**src/rtl/down_timer_pkg.sv**
```systemverilog
// Shared types and default sizes for the down-counting timer.
package down_timer_pkg;

   localparam int DEF_WIDTH      = 4;
   localparam int DEF_PRESCALE_W = 4;

   typedef enum logic [1:0] {
      IDLE = 2'd0,
      RUN  = 2'd1,
      DONE = 2'd2
   } state_t;

endpackage

```
**src/rtl/tick_prescaler.sv**
```systemverilog
// Divides the clock into count ticks; tick fires when pre_cnt reaches prescale.
module tick_prescaler
   import down_timer_pkg::*;
#(
   parameter int PRESCALE_W = DEF_PRESCALE_W
) (
   input  logic                  clk,
   input  logic                  reset,
   input  logic                  enable,
   input  logic                  clear,
   input  logic [PRESCALE_W-1:0] prescale,
   output logic                  tick
);

   logic [PRESCALE_W-1:0] pre_cnt;

   // >= rather than == so lowering prescale mid-run never forces a full wrap.
   assign tick = enable && (pre_cnt >= prescale);

   always_ff @(posedge clk or negedge reset) begin
      if (!reset) begin
         pre_cnt <= '0;
      end else if (clear) begin
         pre_cnt <= '0;
      end else if (enable) begin
         if (tick) pre_cnt <= '0;
         else      pre_cnt <= pre_cnt + 1'b1;
      end
   end

endmodule

```
**src/rtl/down_timer.sv**
```systemverilog
// Programmable down timer with one-shot and auto-reload modes.
module down_timer
   import down_timer_pkg::*;
#(
   parameter int WIDTH      = DEF_WIDTH,
   parameter int PRESCALE_W = DEF_PRESCALE_W
) (
   input  logic                  clk,
   input  logic                  reset,
   input  logic                  load,
   input  logic [WIDTH-1:0]      load_value,
   input  logic                  start,
   input  logic                  stop,
   input  logic                  auto_reload,
   input  logic [PRESCALE_W-1:0] prescale,
   output logic [WIDTH-1:0]      count,
   output logic                  busy,
   output logic                  tc_pulse,
   output logic                  expired
);

   localparam logic [WIDTH-1:0] ONE = WIDTH'(1);

   state_t           state;
   logic [WIDTH-1:0] reload_reg;
   logic [WIDTH-1:0] eff_value;
   logic             running;
   logic             stop_hit;
   logic             start_ok;
   logic             pre_en;
   logic             pre_clr;
   logic             tick;

   assign running   = (state == RUN);
   assign busy      = running;
   assign eff_value = (count != '0) ? count : reload_reg;
   assign stop_hit  = stop && running;
   assign start_ok  = start && !running && (eff_value != '0);

   // The prescaler only advances on edges where nothing of higher priority acts.
   assign pre_en  = running && !load && !stop_hit;
   assign pre_clr = load || start_ok;

   tick_prescaler #(
      .PRESCALE_W(PRESCALE_W)
   ) u_prescaler (
      .clk     (clk),
      .reset   (reset),
      .enable  (pre_en),
      .clear   (pre_clr),
      .prescale(prescale),
      .tick    (tick)
   );

   always_ff @(posedge clk or negedge reset) begin
      if (!reset) begin
         state      <= IDLE;
         count      <= '0;
         reload_reg <= '0;
         tc_pulse   <= 1'b0;
         expired    <= 1'b0;
      end else if (load) begin
         reload_reg <= load_value;
         count      <= load_value;
         state      <= IDLE;
         expired    <= 1'b0;
         tc_pulse   <= 1'b0;
      end else begin
         tc_pulse <= 1'b0;
         if (stop_hit) begin
            state <= IDLE;
         end else if (start && !running) begin
            if (count == '0) count <= reload_reg;
            if (start_ok) begin
               state   <= RUN;
               expired <= 1'b0;
            end
         end else if (running && tick) begin
            if (count > ONE) begin
               count <= count - ONE;
            end else if (count == ONE) begin
               tc_pulse <= 1'b1;
               if (auto_reload) begin
                  count <= reload_reg;
               end else begin
                  count   <= '0;
                  state   <= DONE;
                  expired <= 1'b1;
               end
            end
         end
      end
   end

endmodule
```
**config.mk**
```make
export PLATFORM = sky130hd
export DESIGN_NAME = down_timer
export DESIGN_NICKNAME = d
export VERILOG_FILES = /design/src/rtl/down_timer_pkg.sv /design/src/rtl/tick_prescaler.sv /design/src/rtl/down_timer.sv
export SDC_FILE = /design/constraint.sdc
export NUM_CORES = 1
export LEC_CHECK = 0
export ABC_AREA = 1
export BUFFER_PORTS_ARGS = -buffer_cell sky130_fd_sc_hd__buf_2
export CELL_PAD_IN_SITES_DETAIL_PLACEMENT = 2
export CELL_PAD_IN_SITES_GLOBAL_PLACEMENT = 2
export CORE_MARGIN = 5
export CORE_UTILIZATION = 31
export CTS_CLUSTER_DIAMETER = 80
export DETAILED_ROUTE_END_ITERATION = 16
export HOLD_SLACK_MARGIN = 0.1
export PLACE_DENSITY_LB_ADDON = 0.1
export RECOVER_POWER = 50
export SLEW_MARGIN = 5
export SYNTH_ARGS = -nofsm -noshare
export SYNTH_HDL_FRONTEND = slang
export SYNTH_SLANG_ARGS = --single-unit
```
**constraint.sdc**
```tcl
create_clock -name clk -period 1.8 [get_ports clk]
set_input_delay 0.09 -clock clk [delete_from_list [all_inputs] [get_ports clk]]
set_output_delay 0.09 -clock clk [all_outputs]
set_load 0.1 [all_outputs]
```
* Yosys cells after proc, flatten, opt, wreduce, memory -nomap -nowiden
Index checks and enable logic that the tools add are counted.
** Word-level totals
- Word-level logic and storage cells :: 77
- Register bits after elaboration :: 16
- Bits of input ports :: 14
- Output and inout port bits :: 7
** Cells by class
- Reduce and logical (&&, ||, !) cells :: 23
- Multiplexer cells :: 34
- Equal/unequal tests :: 10
- Order comparisons :: 2
- $add $sub $neg :: 2
** Operator list (count)
- 2-to-1 mux 4 bit :: 12
- nonzero test 4 bit :: 5
- 2-to-1 mux 2 bit :: 8
- 2-to-1 mux 1 bit :: 14
- inequality test 4 bit, second input constant :: 2
- logical AND 1 bit :: 7
- inequality test 3 x 2 -> 1 bit, second input constant :: 2
- inequality test 3 bit, second input constant :: 2
- AND reduction 6 bit :: 1
- nonzero test 3 bit :: 2
- AND reduction 5 bit :: 1
- adder 4 x 1 -> 4 bit, second input constant :: 1
- equality test 4 x 1 -> 1 bit, second input constant :: 1
- greater-or-equal comparator 4 bit :: 1
- greater-than comparator 4 x 1 -> 1 bit, second input constant :: 1
- logical NOT 4 bit :: 1
- inequality test 4 x 2 -> 1 bit, second input constant :: 1
- AND reduction 4 bit :: 1
- subtractor 4 x 1 -> 4 bit, second input constant :: 1
- logical NOT 1 bit :: 3
- equality test 2 x 1 -> 1 bit, second input constant :: 1
- inequality test 2 bit, second input constant :: 1
- nonzero test 2 bit :: 1
- logical OR 1 bit :: 1

* Longest topological paths before layout
Gate-level depths: netlist (run 1).
- Depth after elaboration :: 10
- Mapped depth :: 12
- Gate-level depth less buffers :: 12

* Modules after synthesis
A second synthesis (run 1) with hierarchy kept.
** Unflattened totals
- Cell total of the unflattened synthesis :: 186
- Area total of the unflattened synthesis :: 1311.3 um2
** Modules (own cells, without submodules)
- down_timer :: cells an instance 140, area an instance 972.2 um2, times used 1, seq. area each 300.3 um2
- tick_prescaler :: cells an instance 46, area an instance 339.1 um2, times used 1, seq. area each 100.1 um2

* Least setup slack after synthesis (run 1)
No wires, ideal clock.
- Path kind :: register -> register
- Start :: register state[0]
- End :: register state[0]
- Data arrival time :: 2.252 ns
- Cell stages (with the launch flop) :: 10
- Setup time :: 0.117 ns
- Slack :: -0.569 ns
- Period minus slack after synthesis :: 2.369 ns
- Buffers on the path :: 0
- Data required time :: 1.683 ns
- Path through :: dfrtp_1 inv_1 nor2_1 nand2_1 nand2_1 nor2_2 nand2_1 nand3_1 nand2_1 nand2_1
** On the way
- Longest elaborated chain between the ends :: 8
- Elaborated cells between the ends (all ways) :: 19
- Those cells by class :: eq/ne: 4; mux: 3; reduce/logical: 12
** Ends and longest elaborated chain
- from (decl) :: line down_timer.sv:24 : state_t state;
- from (signal assigned) :: line down_timer.sv:57 : state <= IDLE;
- from (signal assigned) :: line down_timer.sv:65 : state <= IDLE;
- from (signal assigned) :: line down_timer.sv:71 : state <= IDLE;
- equality test 2 x 1 -> 1 bit * :: line down_timer.sv:34 : assign running = (state == RUN);
- via busy :: line down_timer.sv:17 : output logic busy,
- logical AND 1 bit :: line down_timer.sv:37 : assign stop_hit = stop && running;
- logical NOT 1 bit :: line down_timer.sv:41 : assign pre_en = running && !load && !stop_hit;
- logical AND 1 bit :: line down_timer.sv:41
- logical AND 1 bit :: line tick_prescaler.sv:18 : assign tick = enable && (pre_cnt >= prescale);
- logical AND 1 bit :: line down_timer.sv:78 : end else if (running && tick) begin
- nonzero test 4 bit (no source line)
- AND reduction 5 bit (no source line)
The timed path passes the listed nets; every way through them passes the cells marked *.
A chain may end at the register's enable or synchronous reset.

* Final worst setup path (run 1)
- Start :: register count[0]
- End :: register u_prescaler.pre_cnt[1]
** On the way
- Longest elaborated chain between the ends :: 6
- Elaborated cells between the ends (all ways) :: 7
- Those cells by class :: mux: 2; reduce/logical: 5
** Ends and longest elaborated chain
- from (decl) :: line down_timer.sv:16 : output logic [WIDTH-1:0] count,
- from (signal assigned) :: line down_timer.sv:64 : count <= load_value;
- from (signal assigned) :: line down_timer.sv:73 : if (count == '0) count <= reload_reg;
- from (signal assigned) :: line down_timer.sv:80 : count <= count - ONE;
- nonzero test 4 bit :: line down_timer.sv:36 : assign eff_value = (count != '0) ? count : reload_reg;
- 2-to-1 mux 4 bit * :: line down_timer.sv:36
- nonzero test 4 bit * :: line down_timer.sv:38 : assign start_ok = start && !running && (eff_value != '0);
- logical AND 1 bit * :: line down_timer.sv:38
- logical OR 1 bit * :: line down_timer.sv:42 : assign pre_clr = load || start_ok;
- 2-to-1 mux 4 bit or nonzero test 2 bit (tied branches)
- to (signal assigned) :: line tick_prescaler.sv:27 : else pre_cnt <= pre_cnt + 1'b1;
- to (decl) :: line tick_prescaler.sv:15 : logic [PRESCALE_W-1:0] pre_cnt;
Every way passes the cells marked *; elsewhere a longest branch is shown, timed or not.

==> results of run 1 <==
==> worst max-delay path: stages (launching register included) <==
cell and delay [ns]:
dfrtp_4 0.49, inv_1 0.12, ha_2 0.26, inv_1 0.07, a21oi_2 0.13, nand3_2 0.13
nand2_2 0.16, nand2_2 0.08, o21ai_2 0.10
==> per-layer routing <==
metal | up-vias | part of all wire (%)
met5 | - | 0
met4 | 0 | 0.29
met3 | 2 | 4.1
met2 | 17 | 53
met1 | 561 | 42
li1 | 577 | -
==> power groups by stage <==
| stage | combinational (mW) | sequential, mW | clock [mW] |
|---|---|---|---|
| after global placement | 1.22 | 0.535 | 0 |
| after CTS | 1.27 | 0.534 | 0.307 |
| after floorplan | 0.667 | 0.870 | 0 |
| after detailed placement | 1.26 | 0.540 | 0 |
| after global routing | 1.40 | 0.549 | 0.328 |
| final | 1.27 | 0.532 | 0.294 |
==> cell usage in the layout, fill, tap and decap left out, drive strengths merged <==
master       synthesis  layout
nand2               66      66
inv                 25      25
buf                  1      19
nand3               16      16
dfrtp               16      16
o21ai               12      12
ha                   7       7
a21oi                7       7
nor2                 6       6
clkbuf               0       5
nand4                3       3
xor2                 3       3
dlygate4sd3          0       3
nor3                 1       1
nor4                 1       1
o21bai               1       1
or2                  1       1
==> worst min-delay path by stage <==
stage	end	from	slack [ns]
5_1_grt	reload_reg[2]	load_value[2]	0.15
6_report	reload_reg[2]	load_value[2]	0.12
3_5_place_dp	u_prescaler.pre_cnt[3]	reset	0.04
2_1_floorplan	count[1]	reset	-0.21
3_3_place_gp	u_prescaler.pre_cnt[3]	reset	0.04
4_1_cts	reload_reg[0]	load_value[0]	0.11
==> cells by family after synthesis <==
kind of cell             share of synthesized area, %
AND/OR/NAND/NOR                                  37.6
buffers and inverters                            8.63
AO/OA/AOI/OAI                                    11.5
flip-flops                                       32.9
adder cells (fa/ha/maj)                          7.19
XOR/XNOR                                         2.16
==> stage by stage <==
stage | power (mW) | cell area, um2 | util [%] | setup slack (ns)
6_report | 2.10 | 1460 | 39.1 | 0.172
4_1_cts | 2.11 | 1450 | 38.8 | 0.131
2_1_floorplan | 1.54 | 1230 | - | 0.00101
3_3_place_gp | 1.75 | 1380 | 36.8 | 0.235
5_1_grt | 2.28 | 1460 | 39.1 | 0.0351
3_5_place_dp | 1.80 | 1380 | 36.8 | 0.152
==> final cells by class <==
cell class              instances  area, um2  area share [%]
multi-input cells             124        729            49.9
flip-flops and latches         16        405            27.7
repair buffers                 23        129            8.81
inverters                      25       93.8            6.42
well taps                      48       60.1            4.11
clock buffers                   4       45.0            3.08
==> timing repair <==
item	CTS	global route
resized for setup	0	2
endpoints found under the setup margin	0	1
hold buffers	3	0
endpoints found under the hold margin	18	0
==> results.md, run 1 <==
* Switching Share at a little under three fifths
* Pin count of the biggest net entering global routing at 17
* Largest cells by area after synthesis: dfrtp_1 33%, nand2_1 17%, ha_1 7.2%
* Top FF cell, synth: dfrtp_1
* Syn avg cell area at approximately 7.3 um2
* Register area share after synthesis at 32.9%
* Min-Delay Path Class: input pin to flop
* Max-slew violations at 0
* Gate power share at 60.6%
* Crit path DAT at 1.81 ns
* Skew final at 0.00500 ns
* Num ports at 21
* Final setup vio count at 0
* Min Hold Slack at approximately 0.12 ns
* Net Count, Synth at 187
* Warnings, synthesis at 0
* Dpl cells at 233
* DP HPWL at 2810 um
* Fin Setup TNS at 0 ns
* CTS tree: yes
* Wire per inst at 14.2 um
* Clk pwr share at 14.0%
* Layout area overhead at 20.1%
* Total length of routed wires at around 3400 um
* GRT met2 Usage at 26.5%
* Overall die area at 5280 um2
* Startpoint type of the worst setup path: flop
* GRT Util Overall at approximately 14%
* Layout cells sized above 1 at 27.6%
* Total CTS buffers at 3
* Layout Nets at 214
* Clock Sinks at 16
* Synth Instances at 166
* Fmax at 614 MHz
* Clock latency on the worst-skew pair at 0.25 ns
* Commonest cells in the synthesized netlist: 54 x nand2_1, 20 x inv_1, 16 x dfrtp_1, 15 x nand3_1
* GRT busiest layer: met2
* Critical path data required time at about 2.0 ns
* Share of the synthesized area in the top cell type at 32.9%
* Crit Path Max Fanout at 6
* CP Class: flop to flop
* Clock Tree Buf Depth at 2
* Slew HR at 33.0%
* Final hold vios at 0
* Number of synthesized flops with an enable pin at 0
* Worst reg2reg startpoint: count[0]
* Initial Util at approximately 33%
* First-pass GRT wire length at about 6000 um
* Vias in the first global route at roughly 1,300
* Power per standard cell area at 1430 nW/um2
* Initial antenna violation count at 0
* GP Congestion at 0.745
* R2R cell count at 8
* Fillers at 467
* Maxcap violations at 0
* Met3 Usage GRT at 3.72%
* Total congestion overflow at 0
* TritonRoute pass-1 iters at 4
* Met1 Use GR at 17.1%
* ANT cells at 0
* DRC violations left at 0
* LEAKAGE at about 0.8 nW
* Sequential Power Share at 25.4%
* Postcts setup bufs at 0
* R2R setup slack at approximately 0.17 ns
* CTS root buffer: clkbuf_8
* Via count at 1,157
* Routed Antenna Nets at 0
* Switch Pwr at approximately 1.2 mW
* Crit path time final at 1.63 ns
* Port bufs at 20
* Die width at 72.7 um
* RR Endpoint: u_prescaler.pre_cnt[1]
* Post-route insts no fill at 240
* Row cnt at 22
* Worst slew pin tran at 1.01 ns
* Pint at 0.917 mW
* Unrepaired setup endpoints after global routing: false
* End point of the critical path: u_prescaler.pre_cnt[1]
* Status: completed
* Core Area at 3740 um2
* Peak supply drop at 0.000749 V
* CTS clk-pin slew, worst paths at 0.07 ns
* Violation count after the first detailed-routing iteration at 31
* H-tree levels at 1
* Fraction of registers with async set/reset at 100%
* Seq cells post-synth at 16
* Most common cell in the netlist: nand2_1
* Yosys cell types at 25
* DIE HEIGHT at 72.7 um
* Yosys top cell by area: dfrtp_1
* Final worst-path cycle share at 90.4%
* Critical Path Source: count[0]
* Hold depth at 3
* Critical Path End Type: flop
* Cell area after synthesis at about 1200 um2
* Routed vias/inst at 4.82
No activity file was read; power rests on OpenSTA's default activity.
==> inputs of run 2 (changes only) <==
clock period = 1.6 ns   (was 1.8 ns; I/O delays follow)
==> results.md, run 2 (same netlist as run 1, synthesis figures left out) <==
* Status: completed
* Initial Util at between 30% and 40%
* Clock Sinks at 16
* CTS root buffer: clkbuf_8
* First-pass GRT wire length at slightly above 6000 um
* Vias in the first global route at 1,315
* Final setup vio count at 0
* H-tree levels at 1
* Dpl ws at -0.0223 ns
* Slew HR at ~32%
* Dpl cells at 235
* Violation count after the first detailed-routing iteration at 14
* Pin count of the biggest net entering global routing at 17
* Initial antenna violation count at 0
* Final worst-path cycle share at 96.3%
* Overall die area at 5280 um2
* CP Class: flop to flop
* Core Area at 3740 um2
* Critical Path End Type: flop
* Total congestion overflow at 0
* Routed Antenna Nets at 0
* Total CTS buffers at 3
* Fin Setup TNS at 0 ns
* GP Congestion at around 0.77
* Via count at 1,201
* Commonest cells after routing, fill and taps aside: 54 x nand2_1, 19 x buf_2, 18 x inv_1, 14 x nand3_1, 11 x dfrtp_1
* Crit path time final at around 1.5 ns
* Power per standard cell area at 1630 nW/um2
* Layout Nets at 222
* Worst slew pin tran at a little over 1 ns
* DP HPWL at ~3000 um
* Clock latency on the worst-skew pair at 0.26 ns
* Num ports at 21
* Min-Delay Path Class: input pin to flop
* Routed vias/inst at around 4.8
* Final core utilization at 43.0%
* Crit Path Max Fanout at 4
* Commonest non-fill, non-tap cell in the layout: nand2_1
* Worst Slack Setup Final at roughly 0.060 ns
* Wire per inst at roughly 16 um
* ANT cells at 0
* Total length of routed wires at approximately 4000 um
* TritonRoute pass-1 iters at 4
* Fmax at 649 MHz
* GRT Util Overall at between 10 and 15%
* R2R cell count at 11
* CTS tree: yes
* Max-slew violations at 0
* LEAKAGE at about 0.85 nW
* Critical path data required time at 1.76 ns
* Port bufs at 20
* CTS clk-pin slew, worst paths at 0.08 ns
* Clock Tree Buf Depth at 2
* DIE HEIGHT at 72.7 um
* Hold depth at 3
* Peak supply drop at approximately 0.0008 V
* Layout area overhead at 32.3%
* Post-route insts no fill at 248
* Crit path DAT at 1.70 ns
* Die width at 72.7 um
* DRC violations left at 0
* Layout cells sized above 1 at between 30% and 40%
* Skew final at 0.0124 ns
* Startpoint type of the worst setup path: flop
* Final hold vios at 0
* Row cnt at 22
* Maxcap violations at 0
-- run 2: cell types whose count changed in the layout (fill, tap and decap cells not counted), sizes merged --
cell	previous run	this run
dlygate4sd3	3	2
buf	19	28
-- run 2: cell type report --
type	instances	area, um2
fill	446	2130
multi-input combinational	124	803
sequential	16	412
timing repair buffer	31	186
inverter	25	104
tap	48	60.1
clock buffer	4	45.0
-- run 2: path summary, 6_finish.rpt --
| kind | from | end | slack [ns] |
|---|---|---|---|
| setup reg to reg | count[0] | expired | 0.06 |
| max in group asynchronous | reset | count[0] | 0.36 |
| hold / removal | load_value[0] | reload_reg[0] | 0.11 |
| hold reg to reg | expired | expired | 0.48 |
| min in group asynchronous | reset | expired | 0.51 |
| setup / recovery | count[0] | expired | 0.06 |
-- run 2: power by group --
group / internal [mW] / total [mW] / leakage [nW] / switching (mW)
sequential: 0.507 / 0.622 / 0.201 / 0.115
combinational: 0.485 / 1.66 / 0.627 / 1.18
clock: 0.177 / 0.334 / 0.0228 / 0.157
-- run 2: per-stage QoR --
stage | hold WS [ns] | instance area [um2] | power, mW
after floorplan | -0.216 | 1250 | 1.78
after global placement | 0.0338 | 1410 | 2.03
after detailed placement | 0.0463 | 1410 | 2.09
after CTS | 0.110 | 1490 | 2.47
after global routing | 0.121 | 1610 | 2.82
final | 0.109 | 1610 | 2.62
-- run 2: critical path, cell delays in order (launching register included) --
cell	delay, ns
dfrtp_4	0.52
inv_6	0.09
ha_4	0.17
nand2_2	0.08
inv_2	0.07
nand2_1	0.09
nand3_4	0.12
nand2_1	0.06
inv_1	0.08
nand2_1	0.06
nand2_1	0.05
nand2_1	0.04
-- run 2: metal layers --
metal	track usage, %	wire, um	vias to the layer above
met4	3.69	19	0
met5	0	0	-
met1	17.2	1670	588
li1	-	-	592
met2	28.2	2120	19
met3	2.48	145	2
-- run 2: repair_timing --
action                                 in CTS  in global routing
pin swaps                                   1                  4
hold buffers                                2                  0
setup buffers                               0                  7
resized for setup                           2                 15
endpoints found under the hold margin      17                  0
setup endpoints to repair                   9                 11
==> inputs of run 3 (changes only) <==
SYNTH_HIERARCHICAL = 1   (was unset)
==> results.md, run 3 <==
* Power per standard cell area at between 1000 and 1500 nW/um2
* Gate power share at 67.8%
* Die width at 75.0 um
* H-tree levels at 1
* Synth Instances at 186
* GRT met2 Usage at a little under a third
* Commonest cells in the synthesized netlist: 71 x nand2_1, 26 x inv_1, 16 x dfrtp_1, 12 x nor2_1, 11 x nand3_1
* Met3 Usage GRT at 2.14%
* Crit Path Max Fanout at 3
* Overall die area at roughly 5600 um2
* Sequential Power Share at between 20% and 30%
* Final setup vio count at 9
* Share of the synthesized area in the top cell type at 30.5%
* TritonRoute pass-1 iters at 4
* Crit path DAT at 1.97 ns
* Final worst-path cycle share at 114%
* GRT busiest layer: met2
* Worst slew pin tran at 0.943 ns
* CP peak stage delay at 0.41 ns
* Routed Antenna Nets at 0
* Row cnt at 23
* Layout Nets at 262
* Dpl ws at -0.220 ns
* Worst-path cell with the longest stage delay: dfrtp_1
* Unrepaired setup endpoints after global routing: true
* Warnings, synthesis at 6
* Commonest non-fill, non-tap cell in the layout: nand2_1
* Most common cell in the netlist: nand2_1
* Crit path time final at ~1.8 ns
* ANT cells at 0
* Syn avg cell area at 7.05 um2
* WP depth at 14
* Status: finished, violations left
* Post-route insts no fill at 289
* Met1 Use GR at a little under a fifth
* R2R cell count at 14
* Clock latency on the worst-skew pair at 0.25 ns
* Core Area at 4060 um2
* CTS clk-pin slew, worst paths at 0.07 ns
* Num ports at 21
* CTS root buffer: clkbuf_8
* Layout area overhead at 47.7%
* Total CTS buffers at 3
* Pin count of the biggest net entering global routing at 17
* Clock Sinks at 16
* Register area share after synthesis at around 31%
* Max-slew violations at 0
* DRC violations left at 0
* Critical path data required time at ~1.8 ns
* Vias in the first global route at 1,545
* Net Count, Synth at 208
* Slew HR at 37.2%
* Yosys cell types at 24
* Fin Setup TNS at -1.62 ns
* Worst Slack Setup Final at -0.218 ns
* Most used cell, CP: nand2_2
* Skew final at just over 0.004 ns
* Fraction of registers with async set/reset at 100%
* Commonest cells after routing, fill and taps aside: 51 x nand2_1, 26 x buf_4, 25 x nand2_2, 19 x inv_1, 19 x buf_2
* Fillers at 500
* GP Congestion at 0.796
* Clock Tree Buf Depth at 2
* Cell area after synthesis at 1310 um2
* Violation count after the first detailed-routing iteration at 21
* Total length of routed wires at 4710 um
* Violated checks: negative setup slack
* Yosys top cell by area: dfrtp_1
* First-pass GRT wire length at 7070 um
* Switching Share at 53.9%
* Routed vias/inst at 4.69
* CTS tree: yes
* Min-Delay Path Class: input pin to flop
* Port bufs at 20
* Total congestion overflow at 0
* CP Class: flop to flop
* Fmax at 550 MHz
* Layout cells sized above 1 at 50.6%
* Register Area at 410 um2
* Pint at approximately 1.3 mW
* Maxcap violations at 0
* GRT Util Overall at ~17%
* Critical Path, Cell by Cell: ha_4 -> nand2_2 -> inv_2 -> nand2_2 -> nand3_2 -> nand2_2 -> inv_2 -> nand3_4 -> nor2_4 -> nand2_2 -> nand2_2 -> nand3_2 -> nand2_1 -> nand2_1
* Largest cells by area after synthesis: dfrtp_1 31%, nand2_1 20%, ha_1 7.6%
* Final core utilization at 47.7%
* Switch Pwr at 1.55 mW
* DIE HEIGHT at 75.0 um
* Clk pwr share at 11.5%
* Via count at 1,356
* DP HPWL at 3310 um
* Buf/Inv on CP at 2
* Number of synthesized flops with an enable pin at 0
* Dpl cells at 270
* Critical Path End Type: flop
* Peak supply drop at between 0.001 and 0.0015 V
* Hold depth at 3
* Startpoint type of the worst setup path: flop
* LEAKAGE at 1.03 nW
* Kind of cell adding the most delay to the critical path: simple AND/OR/NAND/NOR gates
* Multi-input gate area at 942 um2
* Final hold vios at 0
* Seq cells post-synth at 16
* Initial Util at 32.3%
* Initial antenna violation count at 0
* Wire per inst at 16.3 um
* Top FF cell, synth: dfrtp_1
[run 3: cell types whose count changed in the layout (fill, tap and decap cells not counted), sizes merged, moves of 2 or more]
cell / change
a21oi: -5
nand2: +15
inv: +8
nor2: +12
nand3: -3
buf: +18
o21ai: -4
nand4: -2
[run 3: worst paths after layout]
check	startpoint	to	slack [ns]
min reg2reg	expired	expired	0.48
max reg2reg	u_prescaler/pre_cnt[3]	expired	-0.22
min	load_value[2]	reload_reg[2]	0.12
max	u_prescaler/pre_cnt[3]	expired	-0.22
max in group asynchronous	reset	count[1]	0.43
min in group asynchronous	reset	tc_pulse	0.49
[run 3: cell families (layout without fill, tap and decap cells)]
family | count (synthesis) | count (layout) | synth area share (%)
flops | 16 | 16 | 30.5
xor+xnor | 4 | 4 | 2.67
compound gates | 10 | 10 | 4.96
buf+inv | 34 | 87 | 11.0
simple gates | 114 | 114 | 43.2
fa+ha+maj | 8 | 8 | 7.63
[run 3: cell type report]
class                           count  share of cell area, %
Timing Repair Buffer               50                   17.3
Multi-Input combinational cell    136                   48.6
Sequential cell                    16                   21.2
Tap cell                           50                   3.23
Clock buffer                        4                   2.33
Inverter                           33                   7.30
[run 3: worst reg2reg max path, delay by kind of cell, from the launching register on]
kind                     cells  cell delay (ns)
AND/OR/NAND/NOR             11             0.88
flip-flops                   1             0.41
adder cells (fa/ha/maj)      1             0.29
buffers and inverters        2             0.15
[run 3: metrics by stage]
| stage | hold WS (ns) | cell area, um2 | power (mW) |
|---|---|---|---|
| finish | 0.119 | 1940 | 2.87 |
| global route | 0.146 | 1940 | 3.07 |
| CTS | 0.112 | 1780 | 2.65 |
| floorplan | -0.216 | 1350 | 1.76 |
| global placement | 0.0290 | 1610 | 2.12 |
| detailed placement | 0.0315 | 1610 | 2.18 |
[run 3: power groups by stage]
stage | sequential, mW | combinational, mW | clock [mW]
floorplan | 0.933 | 0.823 | 0
detailed placement | 0.591 | 1.59 | 0
finish | 0.594 | 1.95 | 0.329
global placement | 0.585 | 1.53 | 0
CTS | 0.589 | 1.71 | 0.350
global route | 0.606 | 2.10 | 0.359
[run 3: metal layers]
layer,share of wire [%],vias up
li1,-,663
met1,40,665
met2,55,20
met3,2.3,8
met4,2.1,0
met5,0,-
[run 3: what timing repair did]
action	4_1_cts	5_1_grt
hold buffers	3	0
endpoints found under the setup margin	11	11
pin swaps	18	28
buffers inserted	3	10
gates resized for setup	18	27
hold endpoints to repair	18	0
